File: src/rtl/clock.sv
// clock: 24-hour HH:MM clock on a 4-digit, common-anode, multiplexed
// seven-segment display, with a debounced minute-advance button and a
// 4-level PWM brightness select.
//
// Optional feature macro: COLON_BLINK_EN
//   defined   - the digit-2 decimal point blinks as the hours/minutes
//               separator (lit while the prescaler is in the first half
//               of the second), gated by brightness like the anode.
//   undefined - all decimal points stay dark.
module clock #(
    parameter int CLK_HZ          = 100_000_000,
    parameter int DIGIT_CYCLES    = 100_000,
    parameter int DEBOUNCE_CYCLES = 1_000_000
) (
    input  logic       Clk_100M,
    input  logic       Reset,
    input  logic       button,
    input  logic [1:0] Slide_Switch,
    output logic [3:0] SegmentDrivers,
    output logic [7:0] SevenSegment
);

    localparam int NUM_DIGITS = 4;
    localparam int QUARTER    = DIGIT_CYCLES / 4;
    localparam int PW = (CLK_HZ > 1)          ? $clog2(CLK_HZ)          : 1;
    localparam int QW = (QUARTER > 1)         ? $clog2(QUARTER)         : 1;
    localparam int DW = (DEBOUNCE_CYCLES > 1) ? $clog2(DEBOUNCE_CYCLES) : 1;

    localparam logic [PW-1:0] PRESC_MAX = PW'(CLK_HZ - 1);
    localparam logic [QW-1:0] QCNT_MAX  = QW'(QUARTER - 1);
    localparam logic [DW-1:0] DB_MAX    = DW'(DEBOUNCE_CYCLES - 1);

    // ------------------------------------------------------------------
    // Time state (BCD)
    // ------------------------------------------------------------------
    logic [PW-1:0] presc;
    logic [3:0]    sec_t, sec_u, min_t, min_u, hr_t, hr_u;
    logic [3:0]    min_t_n, min_u_n, hr_t_n, hr_u_n;
    logic          tick, sec_wrap, min_step;

    // ------------------------------------------------------------------
    // Button path
    // ------------------------------------------------------------------
    logic [1:0]    btn_sync;
    logic          db_level, db_prev;
    logic [DW-1:0] db_cnt;
    logic          press;

    // ------------------------------------------------------------------
    // Scan / brightness
    // ------------------------------------------------------------------
    logic [QW-1:0] q_cnt;
    logic [1:0]    quarter;
    logic [1:0]    sel;
    logic [1:0]    bright;
    logic          slot_start;
    logic          dp_n;

    logic [NUM_DIGITS-1:0][3:0] bcd;
    logic [NUM_DIGITS-1:0][6:0] glyph;

    assign tick     = (presc == PRESC_MAX);
    assign sec_wrap = tick && (sec_t == 4'd5) && (sec_u == 4'd9);
    assign press    = db_level && !db_prev;
    // A press takes the minute step itself; the coincident tick is dropped
    // because the press branch below ignores it.
    assign min_step = press || sec_wrap;

    // Time one minute ahead, shared by the seconds carry and the button
    always_comb begin
        min_u_n = min_u + 4'd1;
        min_t_n = min_t;
        hr_u_n  = hr_u;
        hr_t_n  = hr_t;
        if (min_u == 4'd9) begin
            min_u_n = 4'd0;
            if (min_t == 4'd5) begin
                min_t_n = 4'd0;
                if (hr_t == 4'd2 && hr_u == 4'd3) begin
                    hr_t_n = 4'd0;
                    hr_u_n = 4'd0;
                end else if (hr_u == 4'd9) begin
                    hr_u_n = 4'd0;
                    hr_t_n = hr_t + 4'd1;
                end else begin
                    hr_u_n = hr_u + 4'd1;
                end
            end else begin
                min_t_n = min_t + 4'd1;
            end
        end
    end

    // Prescaler, seconds and the minute/hour carry chain
    always_ff @(posedge Clk_100M or posedge Reset) begin
        if (Reset) begin
            presc <= '0;
            sec_t <= 4'd0;
            sec_u <= 4'd0;
            min_t <= 4'd0;
            min_u <= 4'd0;
            hr_t  <= 4'd0;
            hr_u  <= 4'd0;
        end else begin
            if (press) begin
                presc <= '0;
                sec_t <= 4'd0;
                sec_u <= 4'd0;
            end else begin
                presc <= tick ? '0 : presc + 1'b1;
                if (tick) begin
                    if (sec_u == 4'd9) begin
                        sec_u <= 4'd0;
                        sec_t <= (sec_t == 4'd5) ? 4'd0 : sec_t + 4'd1;
                    end else begin
                        sec_u <= sec_u + 4'd1;
                    end
                end
            end
            if (min_step) begin
                min_t <= min_t_n;
                min_u <= min_u_n;
                hr_t  <= hr_t_n;
                hr_u  <= hr_u_n;
            end
        end
    end

    // Two-flop synchroniser for the asynchronous button
    always_ff @(posedge Clk_100M or posedge Reset) begin
        if (Reset) btn_sync <= 2'b00;
        else       btn_sync <= {btn_sync[0], button};
    end

    // Debouncer: accept a new level only after it has persisted long enough
    always_ff @(posedge Clk_100M or posedge Reset) begin
        if (Reset) begin
            db_level <= 1'b0;
            db_cnt   <= '0;
        end else if (btn_sync[1] == db_level) begin
            db_cnt <= '0;
        end else if (db_cnt == DB_MAX) begin
            db_level <= btn_sync[1];
            db_cnt   <= '0;
        end else begin
            db_cnt <= db_cnt + 1'b1;
        end
    end

    // Previous debounced level for rising-edge detection
    always_ff @(posedge Clk_100M or posedge Reset) begin
        if (Reset) db_prev <= 1'b0;
        else       db_prev <= db_level;
    end

    // Scan counter: quarter sub-counter, quarter index, digit select;
    // brightness is resampled at every quarter boundary
    always_ff @(posedge Clk_100M or posedge Reset) begin
        if (Reset) begin
            q_cnt   <= '0;
            quarter <= 2'd0;
            sel     <= 2'd0;
            bright  <= 2'd0;
        end else if (q_cnt == QCNT_MAX) begin
            q_cnt   <= '0;
            quarter <= quarter + 2'd1;
            bright  <= Slide_Switch;
            if (quarter == 2'd3) sel <= sel + 2'd1;
        end else begin
            q_cnt <= q_cnt + 1'b1;
        end
    end

    assign slot_start = (q_cnt == '0) && (quarter == 2'd0);

    // Digit 3..0 = hours tens, hours units, minutes tens, minutes units
    assign bcd = {hr_t, hr_u, min_t, min_u};

    genvar g;
    generate
        for (g = 0; g < NUM_DIGITS; g++) begin : g_dec
            // BCD to active-low {g,f,e,d,c,b,a}
            always_comb begin
                case (bcd[g])
                    4'd0:    glyph[g] = 7'h40;
                    4'd1:    glyph[g] = 7'h79;
                    4'd2:    glyph[g] = 7'h24;
                    4'd3:    glyph[g] = 7'h30;
                    4'd4:    glyph[g] = 7'h19;
                    4'd5:    glyph[g] = 7'h12;
                    4'd6:    glyph[g] = 7'h02;
                    4'd7:    glyph[g] = 7'h78;
                    4'd8:    glyph[g] = 7'h00;
                    4'd9:    glyph[g] = 7'h10;
                    default: glyph[g] = 7'h7F;
                endcase
            end
        end
    endgenerate

`ifdef COLON_BLINK_EN
    localparam logic [PW-1:0] PRESC_HALF = PW'(CLK_HZ / 2);
    assign dp_n = !((sel == 2'd2) && (presc < PRESC_HALF));
`else
    assign dp_n = 1'b1;
`endif

    // Registered pins: anode gated by quarter vs brightness, glyph latched
    // once per slot so a time change shows on the next selection
    always_ff @(posedge Clk_100M or posedge Reset) begin
        if (Reset) begin
            SegmentDrivers <= 4'b1111;
            SevenSegment   <= 8'hFF;
        end else begin
            SegmentDrivers <= (quarter <= bright) ? ~(4'b0001 << sel) : 4'b1111;
            if (slot_start) SevenSegment[6:0] <= glyph[sel];
            SevenSegment[7] <= dp_n;
        end
    end

endmodule

File: config.mk
export PLATFORM = sky130hd
export DESIGN_NAME = clock
export DESIGN_NICKNAME = d
export VERILOG_FILES = /design/src/rtl/clock.sv
export SDC_FILE = /design/constraint.sdc
export NUM_CORES = 1
export LEC_CHECK = 0
export ABC_AREA = 1
export BUFFER_PORTS_ARGS = -buffer_cell sky130_fd_sc_hd__buf_4
export CAP_MARGIN = 30
export CORE_ASPECT_RATIO = 1.1
export CORE_UTILIZATION = 63
export CTS_CLUSTER_DIAMETER = 200
export DETAILED_ROUTE_END_ITERATION = 16
export PLACE_DENSITY = 0.8
export SLEW_MARGIN = 20
export SYNTH_ARGS = -nofsm -noshare
export SYNTH_HDL_FRONTEND = slang
export SYNTH_SLANG_ARGS = --single-unit
File: constraint.sdc
create_clock -name Clk_100M -period 7.02 [get_ports Clk_100M]
set_input_delay 0.702 -clock Clk_100M [delete_from_list [all_inputs] [get_ports Clk_100M]]
set_output_delay 0.702 -clock Clk_100M [all_outputs]
set_load 0.01 [all_outputs]
# ---- Yosys cells after proc, flatten, opt, wreduce, memory -nomap -nowiden
# Memory sizes are Yosys's and may differ from the RTL's.
# Index checks and enable logic that the tools add are counted.
dict set report classes {
  n_addsub 11
  n_lt_le_gt_ge 2
  n_eq_ne 12
  shifts 1
  mux 21
  n_bitwise 2
  n_reduce_logical 18
}
# cell count
set op_table {}
lappend op_table {{$mux W4} 14}
lappend op_table {{$mux W27} 2}
lappend op_table {{$mux W20} 2}
lappend op_table {{$add A27 B1 Y27 const B} 1}
lappend op_table {{$eq A27 B27 Y1 const B} 1}
lappend op_table {{$add A4 B1 Y4 const B} 6}
lappend op_table {{$add A20 B1 Y20 const B} 1}
lappend op_table {{$eq A20 B20 Y1 const B} 1}
lappend op_table {{$add A15 B1 Y15 const B} 1}
lappend op_table {{$eq A15 B15 Y1 const B} 1}
lappend op_table {{$logic_not A15 Y1} 1}
lappend op_table {{$mux W15} 1}
lappend op_table {{$bmux W7 S2} 1}
lappend op_table {{$eq A4 B4 Y1 const B} 3}
lappend op_table {{$eq A4 B2 Y1 const B} 2}
lappend op_table {{$eq A4 B3 Y1 const B} 2}
lappend op_table {{$reduce_and A2 Y1} 4}
lappend op_table {{$mux W7} 1}
lappend op_table {{$reduce_bool A2 Y1} 3}
lappend op_table {{$logic_and A1 B1 Y1} 5}
lappend op_table {{$add A2 B1 Y2 const B} 2}
lappend op_table {{$not A4 Y4} 1}
lappend op_table {{$reduce_and A4 Y1} 1}
lappend op_table {{$shl A1 B2 Y4 const A} 1}
lappend op_table {{9 further kinds} 9}
dict set report word_totals {
  register_bits 107
  romBits 448
  in_bits 5
  out_inout_bits 12
  wordCells 88
  n_memories 4
}
# name depth width rd rd_ports_with_merged_regs wr line
set memory_table {}
lappend memory_table {{(name not given)} 16 7 1 0 0 184} ;# case (bcd[g])
lappend memory_table {{(name not given)} 16 7 1 0 0 184}
lappend memory_table {{(name not given)} 16 7 1 0 0 184}
lappend memory_table {{(name not given)} 16 7 1 0 0 184}

# ---- Longest topological paths before layout
dict set report depth {
  word_depth 5
  depth_mapped 12
  mapped_depth_nobuf 11
}

# ---- Least setup slack after synthesis
# No wires, ideal clock.
dict set report synth_path {
  path_kind {register to register}
  start {register presc[0]}
  end {register hr_u[0]}
  setup_ps 118
  t_arrival_ps 1440
  required_time_ps 6902
  path_slack_ps 5462
  stages_incl_launch_ff 12
  path_buffers 1
  synth_period_minus_slack_ps 1558
  path_cell_list {dfrtp_1 ha_1 nand2_2 nor2_4 nand2_4 nor2_4 nand2_2 nand2_4 buf_6 nand4_2 nand2_1 nand2_1}
}
dict set report synth_between {
  elab_chain_cells 5
}
# item line
set synth_lines {}
lappend synth_lines {{start: declaration} 36} ;# logic [PW-1:0] presc;
lappend synth_lines {{start signal: assignment} 110} ;# presc <= tick ? '0 : presc + 1'b1;
lappend synth_lines {{$eq A27 B27 Y1} 62} ;# assign tick = (presc == PRESC_MAX);
lappend synth_lines {{$logic_and A1 B1 Y1 (2 in series)} 63} ;# assign sec_wrap = tick && (sec_t == 4'd5) && (sec_u == 4'd9);
lappend synth_lines {{$logic_or A1 B1 Y1} 67} ;# assign min_step = press || sec_wrap;
lappend synth_lines {{$reduce_and A3 Y1 (no line)} --}
lappend synth_lines {{end signal: assignment} 124} ;# hr_u <= hr_u_n;
lappend synth_lines {{end: declaration} 37} ;# logic [3:0] sec_t, sec_u, min_t, min_u, hr_t, hr_u;
# No other way between the ends.
# A chain may end at the register's enable or synchronous reset.

# ---- Worst setup path in the final report
dict set report layout_path {
  start {register presc[0]}
  end {register min_t[0]}
}
dict set report layout_between {
  elab_chain_cells 5
}
# item line
set layout_lines {}
lappend layout_lines {{$eq A27 B27 Y1} 62}
lappend layout_lines {{$logic_and A1 B1 Y1 (2 in series)} 63}
lappend layout_lines {{$logic_or A1 B1 Y1} 67}
lappend layout_lines {{$reduce_and A2 Y1 (no line)} --}
lappend layout_lines {{end signal: assignment} 121} ;# min_t <= min_t_n;
lappend layout_lines {{end: declaration} 37}
# No other way between the ends.

==> impl_metrics.json <==
{
  "outcome": "finished clean",
  "grt_antenna_before_repair": 0,
  "regToRegSetupSlack_ns": 5.08,
  "port_buffers": 15,
  "synth.area.mux_share_pct": 0,
  "rsz0062_at_grt": "false",
  "p_comb_share_pct": 1.9,
  "p_seq_share_pct": 60.6,
  "clockPowerShare_pct": 37.5,
  "tightest_slew_ns": 0.853,
  "root_buffer": "clkbuf_8",
  "cts_max_level": 3,
  "gp_congestion": 0.924,
  "synthTopCellsByArea": "dfrtp_1 (37%), nand2_1 (11%), ha_1 (7.0%)",
  "area_growth_pct": 6.06,
  "layout_common_cells": "nand2_1 (195), nor2_1 (117), inv_1 (106)",
  "clock_latency_ns": 0.40,
  "finish.utilization_pct": 69.0,
  "ys_seq_area_share_pct": 41.6,
  "r2r-end": "min_t[0]",
  "crit_type": "reg2reg",
  "wirelength_um": 13100,
  "grt_use_total_pct": 26.7,
  "final_cells": 990,
  "relSlewSlack_pct": 43.1,
  "ys_warn_count": 0,
  "crit_end": "min_t[0]",
  "synth_edf_count": 0,
  "grt_max_degree": 71,
  "syn-num-nets": 893,
  "cts_resized": 0,
  "max_freq_mhz": 516,
  "crit_arrival_ns": 2.24,
  "switchingPower_uw": 258,
  "ios": 17,
  "cts_tree": "done",
  "synth_area_leader_cell": "dfrtp_1",
  "setup_viol": 0,
  "p_leak_nw": 3.36,
  "dp_hpwl_um": 9690,
  "grt_pass1_wl_um": 22800,
  "cellPowerDensity_nw_per_um2": 149,
  "min_period_ns": 1.94,
  "required_ns": 7.32,
  "skew_ns": 0.0171,
  "rows": 38,
  "hold_violations": 0,
  "reg2reg_from": "presc[0]",
  "yosysUniqueCellTypes": 41,
  "die_x_um": 98.6,
  "clk_pin_slew_worst_paths_ns": 0.12,
  "worstPathMaxFanout": 17,
  "dp_cells": 974,
  "hold_class": "in2async",
  "initial_core_util_pct": 65.1,
  "grt_pass1_vias": 5380,
  "postRouteAntennaNets": 0,
  "synth-adder-area-share_pct": 6.97,
  "r2r_cells": 10,
  "final_common_cell": "nand2_1",
  "yosys.area_share.simple_pct": 31.5,
  "final_area_um2": 6860,
  "numCtsBuffers": 9,
  "num_vias": 5482,
  "route.detailed.drc": 0,
  "peakVddDrop_v": 0.000101,
  "synth_ff_type": "dfrtp_1",
  "cp-startpoint": "presc[0]",
  "avgRoutedWirePerCell_um": 13.3,
  "dieArea_um2": 10700,
  "yosysTopAreaCellShare_pct": 37.2,
  "netlist_area_um2": 6460,
  "ys_seq_elements": 107,
  "final.period_utilization_pct": 27.6,
  "synth-xor-area-share_pct": 3.39,
  "place_area_um2": 6650,
  "switching_share_pct": 25.2,
  "cts.path.max_buffers": 2,
  "die_y_um": 108,
  "synth_compound_area_share_pct": 8.28,
  "drive_gt1_share_pct": 9.31,
  "fin_tns_setup_ns": 0,
  "grt_overflow": 0,
  "drt-initial-drc-count": 345,
  "clkSinkCount": 107,
  "postCtsHoldBufs": 0,
  "startpoint_type": "flop",
  "viasPerCell": 5.54,
  "drv_slew": 0,
  "ys_async_sr_fraction_pct": 100,
  "firstDrtPassIters": 7,
  "totalPowerFinal_mw": 1.02,
  "p_int_uw": 764,
  "antenna_cells": 0,
  "syn_avg_cell_area_um2": 7.59,
  "final_nets": 906,
  "drv_cap": 0,
  "endpoint_kind": "flop",
  "core-area_um2": 9940,
  "synthCells": 852,
  "cts_setup_buffers": 0,
  "synth_top_family_by_area": "simple AND/OR/NAND/NOR gates"
}
-- stage by stage --
| step | setup WS, ns | hold WS (ns) |
|---|---|---|
| 4_1_cts | 5.09 | 0.308 |
| 3_3_place_gp | 4.99 | 0.368 |
| 3_5_place_dp | 4.98 | 0.369 |
| 6_report | 5.08 | 0.303 |
| 2_1_floorplan | 3.52 | 0.331 |
| 5_1_grt | 4.94 | 0.331 |
-- Yosys cell counts, types with 9 or more instances --
cell type	instances
nand2_1	195
nor2_1	117
inv_1	107
dfrtp_1	96
nand3_1	56
ha_1	36
o21ai_0	35
a21oi_1	31
nor3_1	31
nand4_1	23
xor2_1	22
dfstp_2	11
buf_2	9
inv_2	9
o21ai_1	9
-- flip-flops by register name (all words and copies together) (netlist names) --
register	count
hr_u	4
sel	2
db_cnt	20
min_t	4
q_cnt	15
sec_u	4
bright	2
hr_t	4
presc	27
sec_t	4
min_u	4
btn_sync	2
SevenSegment	7
db_prev	1
SegmentDrivers	4
db_level	1
quarter	2
-- worst max-delay path, cell delays in order (launching register included) --
cell and delay [ns]:
dfrtp_1 0.39, ha_1 0.19, nand2_2 0.08, nor2_4 0.15, nand2_4 0.09, nor2_4 0.12
nand2_2 0.09, o21bai_4 0.33, nand2_1 0.22, nand2_1 0.12, nand2_1 0.05
-- area by class of cell --
cell class | instances | area, um^2
Timing Repair Buffer | 16 | 120
Tap cell | 120 | 150
Multi-Input combinational cell | 613 | 3240
Fill cell | 829 | 3080
Inverter | 118 | 445
Clock inverter | 7 | 81.3
Sequential cell | 107 | 2690
Clock buffer | 9 | 124
-- cell families (layout without fill, tap and decap cells) --
group | Yosys count | after routing
and+or+nand+nor | 455 | 455
adders and majority gates | 36 | 36
buffers and inverters | 132 | 150
AOI/OAI and AO/OA | 96 | 96
other | 1 | 1
xor gates and xnor gates | 25 | 25
DFF | 107 | 107
-- routing by layer --
metal	vias to the layer above	GRT usage (%)	part of all wire, %
met5	-	0	0
met1	2570	32.1	45
met3	30	5.62	3.6
li1	2748	-	-
met4	0	11.1	2.2
met2	134	46.9	50
-- how the worst min path moves through the flow --
stage / startpoint / to / slack, ns / depth (start not counted)
3_5_place_dp: btn_sync[0] / btn_sync[1] / 0.37 / 0
6_report: Reset / q_cnt[12] / 0.30 / 2
4_1_cts: Reset / q_cnt[12] / 0.31 / 2
3_3_place_gp: btn_sync[0] / btn_sync[1] / 0.37 / 0
5_1_grt: Reset / q_cnt[12] / 0.33 / 2
2_1_floorplan: btn_sync[0] / btn_sync[1] / 0.33 / 0
-- power by group through the flow --
stage,clock [mW],sequential [mW],combinational (mW)
2_1_floorplan,0,0.631,0.0139
3_3_place_gp,0,0.631,0.0196
3_5_place_dp,0,0.632,0.0201
4_1_cts,0.395,0.620,0.0201
5_1_grt,0.419,0.620,0.0228
6_report,0.383,0.620,0.0191
No activity file was read; power rests on OpenSTA's default activity.
